`config.mk`:
```
export PLATFORM = sky130hd
export DESIGN_NAME = ps2_packet_receiver
export DESIGN_NICKNAME = d
export VERILOG_FILES = /design/src/rtl/ps2_pkg.sv /design/src/rtl/ps2_input_filter.sv /design/src/rtl/ps2_packet_receiver.sv
export SDC_FILE = /design/constraint.sdc
export NUM_CORES = 1
export LEC_CHECK = 0
export CORE_ASPECT_RATIO = 0.75
export CORE_MARGIN = 2
export CORE_UTILIZATION = 56
export DETAILED_ROUTE_END_ITERATION = 10
export PLACE_DENSITY = 0.82
export SYNTH_ARGS = -nofsm -noshare
export SYNTH_HDL_FRONTEND = slang
export SYNTH_SLANG_ARGS = --single-unit
```
`constraint.sdc`:
```
create_clock -name FPGAClk -period 3.2 [get_ports FPGAClk]
set_input_delay 0.32 -clock FPGAClk [delete_from_list [all_inputs] [get_ports FPGAClk]]
set_output_delay 0.32 -clock FPGAClk [all_outputs]
set_load 0.1 [all_outputs]
```
`src/rtl/ps2_pkg.sv`:
```
`default_nettype none
// ---------------------------------------------------------------------------
// ps2_pkg : shared PS/2 frame constants, state/error encodings, parity helper
// Revision: 1.0
// ---------------------------------------------------------------------------
package ps2_pkg;

   localparam int PS2_FRAME_BITS = 11;
   localparam int PS2_DATA_BITS  = 8;

   typedef enum logic [1:0] {
      ERR_NONE    = 2'd0,
      ERR_FRAME   = 2'd1,
      ERR_PARITY  = 2'd2,
      ERR_TIMEOUT = 2'd3
   } err_e;

   typedef enum logic [1:0] {
      ST_IDLE  = 2'd0,
      ST_RECV  = 2'd1,
      ST_DONE  = 2'd2,
      ST_ABORT = 2'd3
   } state_e;

   // Frame layout: [0] start, [8:1] data, [9] parity, [10] stop.
   function automatic logic parity_ok(input logic [PS2_FRAME_BITS-1:0] frame);
      return ^frame[PS2_DATA_BITS+1:1];
   endfunction

endpackage
`default_nettype wire

```
`src/rtl/ps2_input_filter.sv`:
```
`default_nettype none
// ---------------------------------------------------------------------------
// ps2_input_filter : pin synchroniser, clock glitch filter and falling-edge detect
// Revision: 1.0
// ---------------------------------------------------------------------------
module ps2_input_filter #(
   parameter int SYNC_STAGES = 2,
   parameter int FILTER_LEN  = 4
) (
   input  logic clk_i,
   input  logic rst_i,
   input  logic ps2_clk_i,
   input  logic ps2_data_i,
   output logic fall_o,
   output logic data_o
);

   localparam int             CW         = (FILTER_LEN > 1) ? $clog2(FILTER_LEN) : 1;
   localparam logic [CW-1:0]  c_CNT_LAST = CW'(FILTER_LEN - 1);

   logic [SYNC_STAGES-1:0] clk_sync_q;
   logic [SYNC_STAGES-1:0] data_sync_q;
   logic [FILTER_LEN-1:0]  data_dly_q;
   logic [CW-1:0]          cnt_q;
   logic                   fclk_q;
   logic                   fall_q;
   logic                   w_clk_s;
   logic                   w_data_s;

   assign w_clk_s  = clk_sync_q[SYNC_STAGES-1];
   assign w_data_s = data_sync_q[SYNC_STAGES-1];

   always_ff @(posedge clk_i) begin
      if (rst_i) begin
         clk_sync_q  <= '1;
         data_sync_q <= '1;
         data_dly_q  <= '1;
         cnt_q       <= '0;
         fclk_q      <= 1'b1;
         fall_q      <= 1'b0;
      end else begin
         clk_sync_q[0]  <= ps2_clk_i;
         data_sync_q[0] <= ps2_data_i;
         for (int i = 1; i < SYNC_STAGES; i++) begin
            clk_sync_q[i]  <= clk_sync_q[i-1];
            data_sync_q[i] <= data_sync_q[i-1];
         end
         // Data is delayed by the filter depth so it lines up with fall.
         data_dly_q[0] <= w_data_s;
         for (int i = 1; i < FILTER_LEN; i++) begin
            data_dly_q[i] <= data_dly_q[i-1];
         end
         fall_q <= 1'b0;
         if (w_clk_s != fclk_q) begin
            if (cnt_q == c_CNT_LAST) begin
               fclk_q <= w_clk_s;
               cnt_q  <= '0;
               fall_q <= fclk_q;
            end else begin
               cnt_q <= cnt_q + 1'b1;
            end
         end else begin
            cnt_q <= '0;
         end
      end
   end

   assign fall_o = fall_q;
   assign data_o = data_dly_q[FILTER_LEN-1];

endmodule
`default_nettype wire

```
`src/rtl/ps2_packet_receiver.sv`:
```
`default_nettype none
// ---------------------------------------------------------------------------
// ps2_packet_receiver : multi-frame PS/2 receiver with frame checks and watchdog
// Revision: 1.0
// ---------------------------------------------------------------------------
module ps2_packet_receiver
   import ps2_pkg::*;
#(
   parameter  int FRAMES         = 3,
   parameter  int SYNC_STAGES    = 2,
   parameter  int FILTER_LEN     = 4,
   parameter  int TIMEOUT_CYCLES = 5000,
   localparam int BITS           = PS2_FRAME_BITS * FRAMES,
   localparam int CW             = $clog2(BITS + 1)
) (
   input  logic                  FPGAClk,
   input  logic                  rst,
   input  logic                  PS2Clk,
   input  logic                  PS2Data,
   output logic [8*FRAMES-1:0]   data_out,
   output logic                  valid,
   output logic                  err,
   output logic [1:0]            err_code,
   output logic [CW-1:0]         count
);

   localparam int            WW        = $clog2(TIMEOUT_CYCLES + 1);
   localparam logic [CW-1:0] c_BITS    = CW'(BITS);
   localparam logic [WW-1:0] c_TIMEOUT = WW'(TIMEOUT_CYCLES);

   state_e                      state_q;
   err_e                        err_code_q;
   logic [BITS-1:0]             shift_q;
   logic [BITS-1:0]             shift_d;
   logic [CW-1:0]               count_q;
   logic [CW-1:0]               count_d;
   logic [WW-1:0]               wd_q;
   logic [WW-1:0]               wd_d;
   logic [8*FRAMES-1:0]         data_q;
   logic                        valid_q;
   logic                        err_q;
   logic                        w_fall;
   logic                        w_bit;
   logic                        w_frame_end;
   logic [PS2_FRAME_BITS-1:0]   w_frame;
   logic [8*FRAMES-1:0]         w_bytes;

   ps2_input_filter #(
      .SYNC_STAGES (SYNC_STAGES),
      .FILTER_LEN  (FILTER_LEN)
   ) u_filter (
      .clk_i      (FPGAClk),
      .rst_i      (rst),
      .ps2_clk_i  (PS2Clk),
      .ps2_data_i (PS2Data),
      .fall_o     (w_fall),
      .data_o     (w_bit)
   );

   // New bits enter at the MSB, so the frame just completed is always the top 11 bits.
   always_comb begin
      shift_d     = {w_bit, shift_q[BITS-1:1]};
      count_d     = count_q + 1'b1;
      wd_d        = (wd_q == c_TIMEOUT) ? wd_q : wd_q + 1'b1;
      w_frame     = shift_d[BITS-1 -: PS2_FRAME_BITS];
      w_frame_end = 1'b0;
      for (int k = 1; k <= FRAMES; k++) begin
         if (count_d == CW'(k * PS2_FRAME_BITS)) begin
            w_frame_end = 1'b1;
         end
      end
   end

   for (genvar k = 0; k < FRAMES; k++) begin : g_bytes
      assign w_bytes[8*k +: 8] = shift_d[PS2_FRAME_BITS*k + 1 +: PS2_DATA_BITS];
   end

   always_ff @(posedge FPGAClk) begin
      if (rst) begin
         state_q    <= ST_IDLE;
         err_code_q <= ERR_NONE;
         shift_q    <= '0;
         count_q    <= '0;
         wd_q       <= '0;
         data_q     <= '0;
         valid_q    <= 1'b0;
         err_q      <= 1'b0;
      end else begin
         case (state_q)
            ST_IDLE: begin
               count_q <= '0;
               wd_q    <= '0;
               if (w_fall && !w_bit) begin
                  state_q <= ST_RECV;
                  shift_q <= shift_d;
                  count_q <= CW'(1);
                  wd_q    <= WW'(1);
               end
            end
            ST_RECV: begin
               if (w_fall) begin
                  shift_q <= shift_d;
                  count_q <= count_d;
                  wd_q    <= WW'(1);
                  if (w_frame_end && (w_frame[0] || !w_frame[PS2_FRAME_BITS-1])) begin
                     err_code_q <= ERR_FRAME;
                     err_q      <= 1'b1;
                     state_q    <= ST_ABORT;
                  end else if (w_frame_end && !parity_ok(w_frame)) begin
                     err_code_q <= ERR_PARITY;
                     err_q      <= 1'b1;
                     state_q    <= ST_ABORT;
                  end else if (count_d == c_BITS) begin
                     data_q  <= w_bytes;
                     valid_q <= 1'b1;
                     state_q <= ST_DONE;
                  end
               end else begin
                  wd_q <= wd_d;
                  if (wd_d == c_TIMEOUT) begin
                     err_code_q <= ERR_TIMEOUT;
                     err_q      <= 1'b1;
                     state_q    <= ST_ABORT;
                  end
               end
            end
            ST_DONE: begin
               valid_q <= 1'b0;
               count_q <= '0;
               wd_q    <= '0;
               state_q <= ST_IDLE;
            end
            ST_ABORT: begin
               err_q   <= 1'b0;
               count_q <= '0;
               wd_q    <= '0;
               state_q <= ST_IDLE;
            end
            default: state_q <= ST_IDLE;
         endcase
      end
   end

   assign data_out = data_q;
   assign valid    = valid_q;
   assign err      = err_q;
   assign err_code = err_code_q;
   assign count    = count_q;

endmodule
`default_nettype wire

```
==> flow_summary.json, run 1 <==
{
  "final-seq-area_mm2": 0.00184,
  "setup_violations": 0,
  "gp_congestion": 0.792,
  "fin_skew_ns": 0.00900,
  "rsz0062_at_grt": "no",
  "grt_pass1_vias": 2704,
  "dp_hpwl_um": 4840,
  "synth-adder-area-share": 0.0225,
  "path_max_fanout": 24,
  "synth_top_area_share": 0.474,
  "dr_total_vias": 3092,
  "post_drt_via_cell_ratio": 5.41,
  "syn2layout_area_growth_pct": 13.6,
  "fin_ws_ns": 0.456,
  "grt_antenna_before_repair": 0,
  "dpl.cell_count": 557,
  "worst-r2r-setup-slack_ns": 0.46,
  "synth_edf_count": 0,
  "firstDrtPassIters": 6,
  "ioPinCount": 38,
  "core_mm2": 0.00677,
  "ys_types": 54,
  "die_area_mm2": 0.00763,
  "grt_max_degree": 74,
  "synth_cells": 460,
  "numCtsBuffers": 9,
  "fin_nets": 495,
  "hold_buffers": 0,
  "ys_seq_area_frac": 0.474,
  "portBuffers": 37,
  "synthArstFlopShare": 0,
  "die_y_um": 76.2,
  "worst_pin_slew_ns": 0.983,
  "timing_hold_violations_final": 0,
  "synthFlopType": "dfxtp_1",
  "multi_input_area_mm2": 0.00186,
  "ctsResizeCount": 0,
  "layout_commonest_cell": "nand2_1",
  "crit_arrival_ns": 2.95,
  "synth_area_leaders": "dfxtp_1 (47%), nand2_1 (11%), a21oi_1 (7.7%)",
  "nFillCells": 568,
  "irDropWorstVdd_mv": 0.296,
  "synth_compound_area_frac": 0.127,
  "ys_ff_latch": 92,
  "startpoint_type": "flip-flop",
  "layout.cells.non_filler": 572,
  "root_buffer": "clkbuf_8",
  "yosysWarnings": 0,
  "synth_top_family_by_area": "simple AND/OR/NAND/NOR gates",
  "tns_ns": 0,
  "clk_path_buf_depth": 2,
  "critical_path_class": "flip-flop to flip-flop",
  "yosysTopAreaCell": "dfxtp_1",
  "power_leakage_nw": 1.50,
  "routedWlPerCell_um": 12.3,
  "crit_required_ns": 3.40,
  "dp_slack_ns": 0.482,
  "power_density_mw_per_mm2": 435,
  "grt_pass1_wl_um": 12100,
  "fin_crit_sh": 0.858,
  "ctsHtreeMaxLevel": 3,
  "drive_above_1_share": 0.107,
  "syn_area_mm2": 0.00389,
  "status": "complete, no violations",
  "synth_mux_area_frac": 0.0138,
  "cap_viol_max_count": 0,
  "min_path_type": "flip-flop to flip-flop",
  "syn_nets": 471,
  "die_x_um": 100,
  "clk_pin_slew_ns": 0.09,
  "mostFrequentLayoutCells": "nand2_1 (118), dfxtp_1 (92), a21oi_1 (59)",
  "synthSimpleGateAreaFrac": 0.250,
  "drt_wl_total_um": 7050,
  "syn_area_per_cell_um2": 8.45,
  "drc": 0,
  "initial_core_util": 0.575,
  "tritoncts": "yes",
  "clock_sinks": 92,
  "post-cts-setup-buffer-count": 0,
  "ant_nets": 0,
  "clk_latency_ns": 0.35,
  "report.final.slew_viol_count": 0,
  "end_kind": "flip-flop",
  "track_usage": 0.196,
  "num_rows": 26,
  "maxSlewHeadroom": 0.343,
  "clock.fmax_mhz": 364,
  "grt_overflow_total": 0,
  "drt_iter0_drc": 188,
  "period_needed_ns": 2.74,
  "synth_xor_area_frac": 0.0644,
  "antenna_cells": 0
}
-- final timing paths --
kind,from,end,cells past startpoint
min reg2reg,u_filter.clk_sync_q[0]$_SDFF_PP1_,u_filter.clk_sync_q[1]$_SDFF_PP1_,1
max,count[1]$_SDFFE_PP0P_,data_out[8]$_SDFFE_PP0P_,7
min,u_filter.clk_sync_q[0]$_SDFF_PP1_,u_filter.clk_sync_q[1]$_SDFF_PP1_,1
max reg2reg,count[1]$_SDFFE_PP0P_,data_out[8]$_SDFFE_PP0P_,7
-- synthesized netlist by cell type, types with 2 or more instances --
master / count
nand2_1: 118
dfxtp_1: 92
a21oi_1: 60
nor2_1: 28
clkbuf_1: 19
xnor2_1: 13
xor2_1: 10
inv_1: 9
or2_2: 9
nand3_1: 8
ha_1: 7
nand2b_1: 6
nor3_1: 6
and3_1: 5
or3_1: 5
a31oi_1: 4
buf_6: 4
nand2_2: 3
nand3b_1: 3
nand4_1: 3
o21ai_0: 3
a211oi_1: 2
a21bo_2: 2
a21oi_2: 2
a31o_2: 2
and3_2: 2
and4_1: 2
buf_2: 2
buf_4: 2
mux2i_1: 2
nor2b_1: 2
nor4_1: 2
nor4bb_1: 2
-- sequential cells by signal, indices dropped and copies added (netlist names) --
register              cells
u_filter.fclk_q           1
valid                     1
err                       1
u_filter.cnt_q            2
u_filter.data_dly_q       4
u_filter.data_sync_q      2
shift_q                  31
err_code                  2
u_filter.clk_sync_q       2
wd_q                     13
u_filter.fall_o           1
data_out                 24
count                     6
state_q                   2
-- logic make-up after synthesis --
family | Yosys count
xor+xnor | 25
buf+inv | 37
mux | 4
flops | 92
fa+ha+maj | 7
compound gates | 85
simple gates | 210
-- critical path: stages (launching register included) --
cell and delay [ns]:
dfxtp_1 0.52, ha_1 0.34, nand3_1 0.15, xnor2_1 0.19, a2111o_1 0.43, or3_1 0.69, nand2_2 0.18, a21oi_1 0.08
-- per-stage QoR --
| step | hold WS, ns | utilization | power (W) | cell area, µm² |
|---|---|---|---|---|
| CTS | 0.419 | 0.653 | 0.00194 | 4420 |
| global placement | 0.391 | 0.625 | 0.00120 | 4230 |
| detailed placement | 0.399 | 0.625 | 0.00120 | 4230 |
| finish | 0.415 | 0.653 | 0.00192 | 4420 |
| floorplan | 0.389 | - | 0.00119 | 3890 |
| global route | 0.429 | 0.653 | 0.00200 | 4420 |
-- routing by layer --
metal  share of wire  wire length [µm]  track usage  up-vias
li1                -                 -            -     1578
met1            0.49              3430        0.263     1438
met2            0.45              3180        0.299       68
met3           0.048               339       0.0661        8
met4           0.014                96       0.0603        0
met5               0                 0            0        -
-- report_power, final --
group          total (W)  switching, W  leakage [nW]  internal [W]
Combinational  0.0000224     0.0000150         0.664    0.00000738
Clock           0.000749      0.000391        0.0955      0.000358
Sequential       0.00115    0.00000124         0.742       0.00115
-- final cells by class --
cell class | instances | area share
Inverter | 9 | 0.00765
Multi-Input combinational cell | 331 | 0.422
Sequential cell | 92 | 0.417
Tap cell | 84 | 0.0238
Timing Repair Buffer | 41 | 0.0873
Clock inverter | 6 | 0.0147
Clock buffer | 9 | 0.0280
Power figures use the tool's default switching activity.
==> run 2, diff against run 1 <==
--- a/config.mk
+++ b/config.mk
@@ -9,6 +9,7 @@
 export CORE_MARGIN = 2
 export CORE_UTILIZATION = 56
 export DETAILED_ROUTE_END_ITERATION = 10
+export GPL_TIMING_DRIVEN = 0
 export PLACE_DENSITY = 0.82
 export SYNTH_ARGS = -nofsm -noshare
 export SYNTH_HDL_FRONTEND = slang
==> flow_summary.json, run 2 (synthesis results as in run 1) <==
{
  "status": "complete, no violations",
  "ioPinCount": 38,
  "timing_hold_violations_final": 0,
  "post_drt_via_cell_ratio": 5.43,
  "drive_above_1_share": 0.0994,
  "clk_path_buf_depth": 2,
  "p_int_w": 0.00160,
  "period_needed_ns": 2.66,
  "gp_congestion": 0.825,
  "largest_reg_flops": 31,
  "mostFrequentLayoutCells": "nand2_1 (118), dfxtp_1 (92), a21oi_1 (60)",
  "drt_iter0_drc": 175,
  "power_leakage_nw": 1.56,
  "root_buffer": "clkbuf_8",
  "irDropWorstVdd_mv": 0.302,
  "ctsResizeCount": 0,
  "initial_core_util": 0.575,
  "dr_total_vias": 3239,
  "ant_nets": 0,
  "power_density_mw_per_mm2": 444,
  "crit_required_ns": 3.47,
  "die_x_um": 100,
  "pwr-share-clk": 0.423,
  "ctsHtreeMaxLevel": 3,
  "clock.fmax_mhz": 376,
  "grt_antenna_before_repair": 0,
  "post-cts-setup-buffer-count": 0,
  "grt_pass1_wl_um": 13300,
  "power_frac_seq": 0.564,
  "final_area_mm2": 0.00459,
  "core_mm2": 0.00677,
  "place_area_mm2": 0.00436,
  "die_area_mm2": 0.00763,
  "drc": 0,
  "clock_sinks": 92,
  "post-route-util": 0.678,
  "crit_arrival_ns": 2.93,
  "fin_nets": 519,
  "maxSlewHeadroom": 0.350,
  "rsz0062_at_grt": "no",
  "track_usage": 0.215,
  "min_path_type": "flip-flop to flip-flop",
  "layout_commonest_cell": "nand2_1",
  "numCtsBuffers": 9,
  "syn2layout_area_growth_pct": 18.0,
  "clk_latency_ns": 0.36,
  "tns_ns": 0,
  "cap_viol_max_count": 0,
  "grt_pass1_vias": 2915,
  "setup_violations": 0,
  "num_rows": 26,
  "share_comb_of_total_power": 0.013,
  "antenna_cells": 0,
  "path_max_fanout": 8,
  "regMostFlops": "shift_q",
  "power_switching_w": 0.000431,
  "nFillCells": 541,
  "clk_pin_slew_ns": 0.09,
  "end_kind": "flip-flop",
  "tritoncts": "yes",
  "startpoint_type": "flip-flop",
  "grt_max_degree": 17,
  "die_y_um": 76.2,
  "grt_overflow_total": 0,
  "worst-r2r-setup-slack_ns": 0.54,
  "firstDrtPassIters": 4,
  "fin_crit_sh": 0.831,
  "routedWlPerCell_um": 13.1,
  "worst_pin_slew_ns": 0.973,
  "dp_hpwl_um": 5620,
  "p_sw_frac": 0.212,
  "portBuffers": 37,
  "critical_path_class": "flip-flop to flip-flop",
  "hold_buffers": 0,
  "drt_wl_total_um": 7790,
  "report.final.slew_viol_count": 0,
  "fin_skew_ns": 0.0119
}
[run 2: cell types whose count changed in the layout (fill, tap and decap cells not counted), moves of 2 or more]
cell	before	now
clkinv_2	2	0
buf_4	8	2
clkbuf_1	0	20
clkdlybuf4s50_1	32	37
buf_6	0	4
[run 2: cell type report]
class | instances | area [µm²] | area share
multi-input cells | 331 | 1860 | 0.405
flip-flops and latches | 92 | 1840 | 0.402
repair buffers | 37 | 370 | 0.0807
plain buffers | 28 | 155 | 0.0338
clock buffers | 10 | 128 | 0.0278
well taps | 84 | 105 | 0.0229
clock inverters | 6 | 95.1 | 0.0207
inverters | 9 | 33.8 | 0.00736
[run 2: metal layers]
metal	vias up	GRT usage	wire length, µm
met3	10	0.0578	333
met1	1512	0.296	3660
met4	0	0.0630	112
li1	1635	-	-
met2	82	0.331	3690
met5	-	0	0
[run 2: worst paths after layout]
path | start | to | depth (start not counted)
max reg2reg | wd_q[0]$_SDFF_PP0_ | state_q[1]$_SDFFE_PP0P_ | 7
max | wd_q[0]$_SDFF_PP0_ | state_q[1]$_SDFFE_PP0P_ | 7
min reg2reg | u_filter.data_dly_q[1]$_SDFF_PP1_ | u_filter.data_dly_q[2]$_SDFF_PP1_ | 1
min | u_filter.data_dly_q[1]$_SDFF_PP1_ | u_filter.data_dly_q[2]$_SDFF_PP1_ | 1
[run 2: power by group through the flow]
stage | registers, W | logic [W] | clock network [W]
2_1_floorplan | 0.00117 | 0.0000169 | 0
3_3_place_gp | 0.00118 | 0.0000261 | 0
3_5_place_dp | 0.00118 | 0.0000269 | 0
4_1_cts | 0.00115 | 0.0000271 | 0.000879
5_1_grt | 0.00115 | 0.0000300 | 0.000927
6_report | 0.00115 | 0.0000271 | 0.000861
[run 2: through the flow]
step,setup WS (ns),total power (W),instances,hold slack [ns]
after floorplan,0.167,0.00119,460,0.389
after global placement,0.688,0.00120,581,0.391
after detailed placement,0.600,0.00120,581,0.393
after CTS,0.573,0.00205,597,0.414
after global routing,0.257,0.00211,597,0.438
final,0.541,0.00204,597,0.412
[run 2: worst max-delay path, cell delays in order, from the launching register on]
cell and delay [ns]:
dfxtp_1 0.49, ha_1 0.31, and4_1 0.34, and4_1 0.31, mux2_2 0.36, nor4_1 0.36
a21boi_1 0.19, a211oi_1 0.23
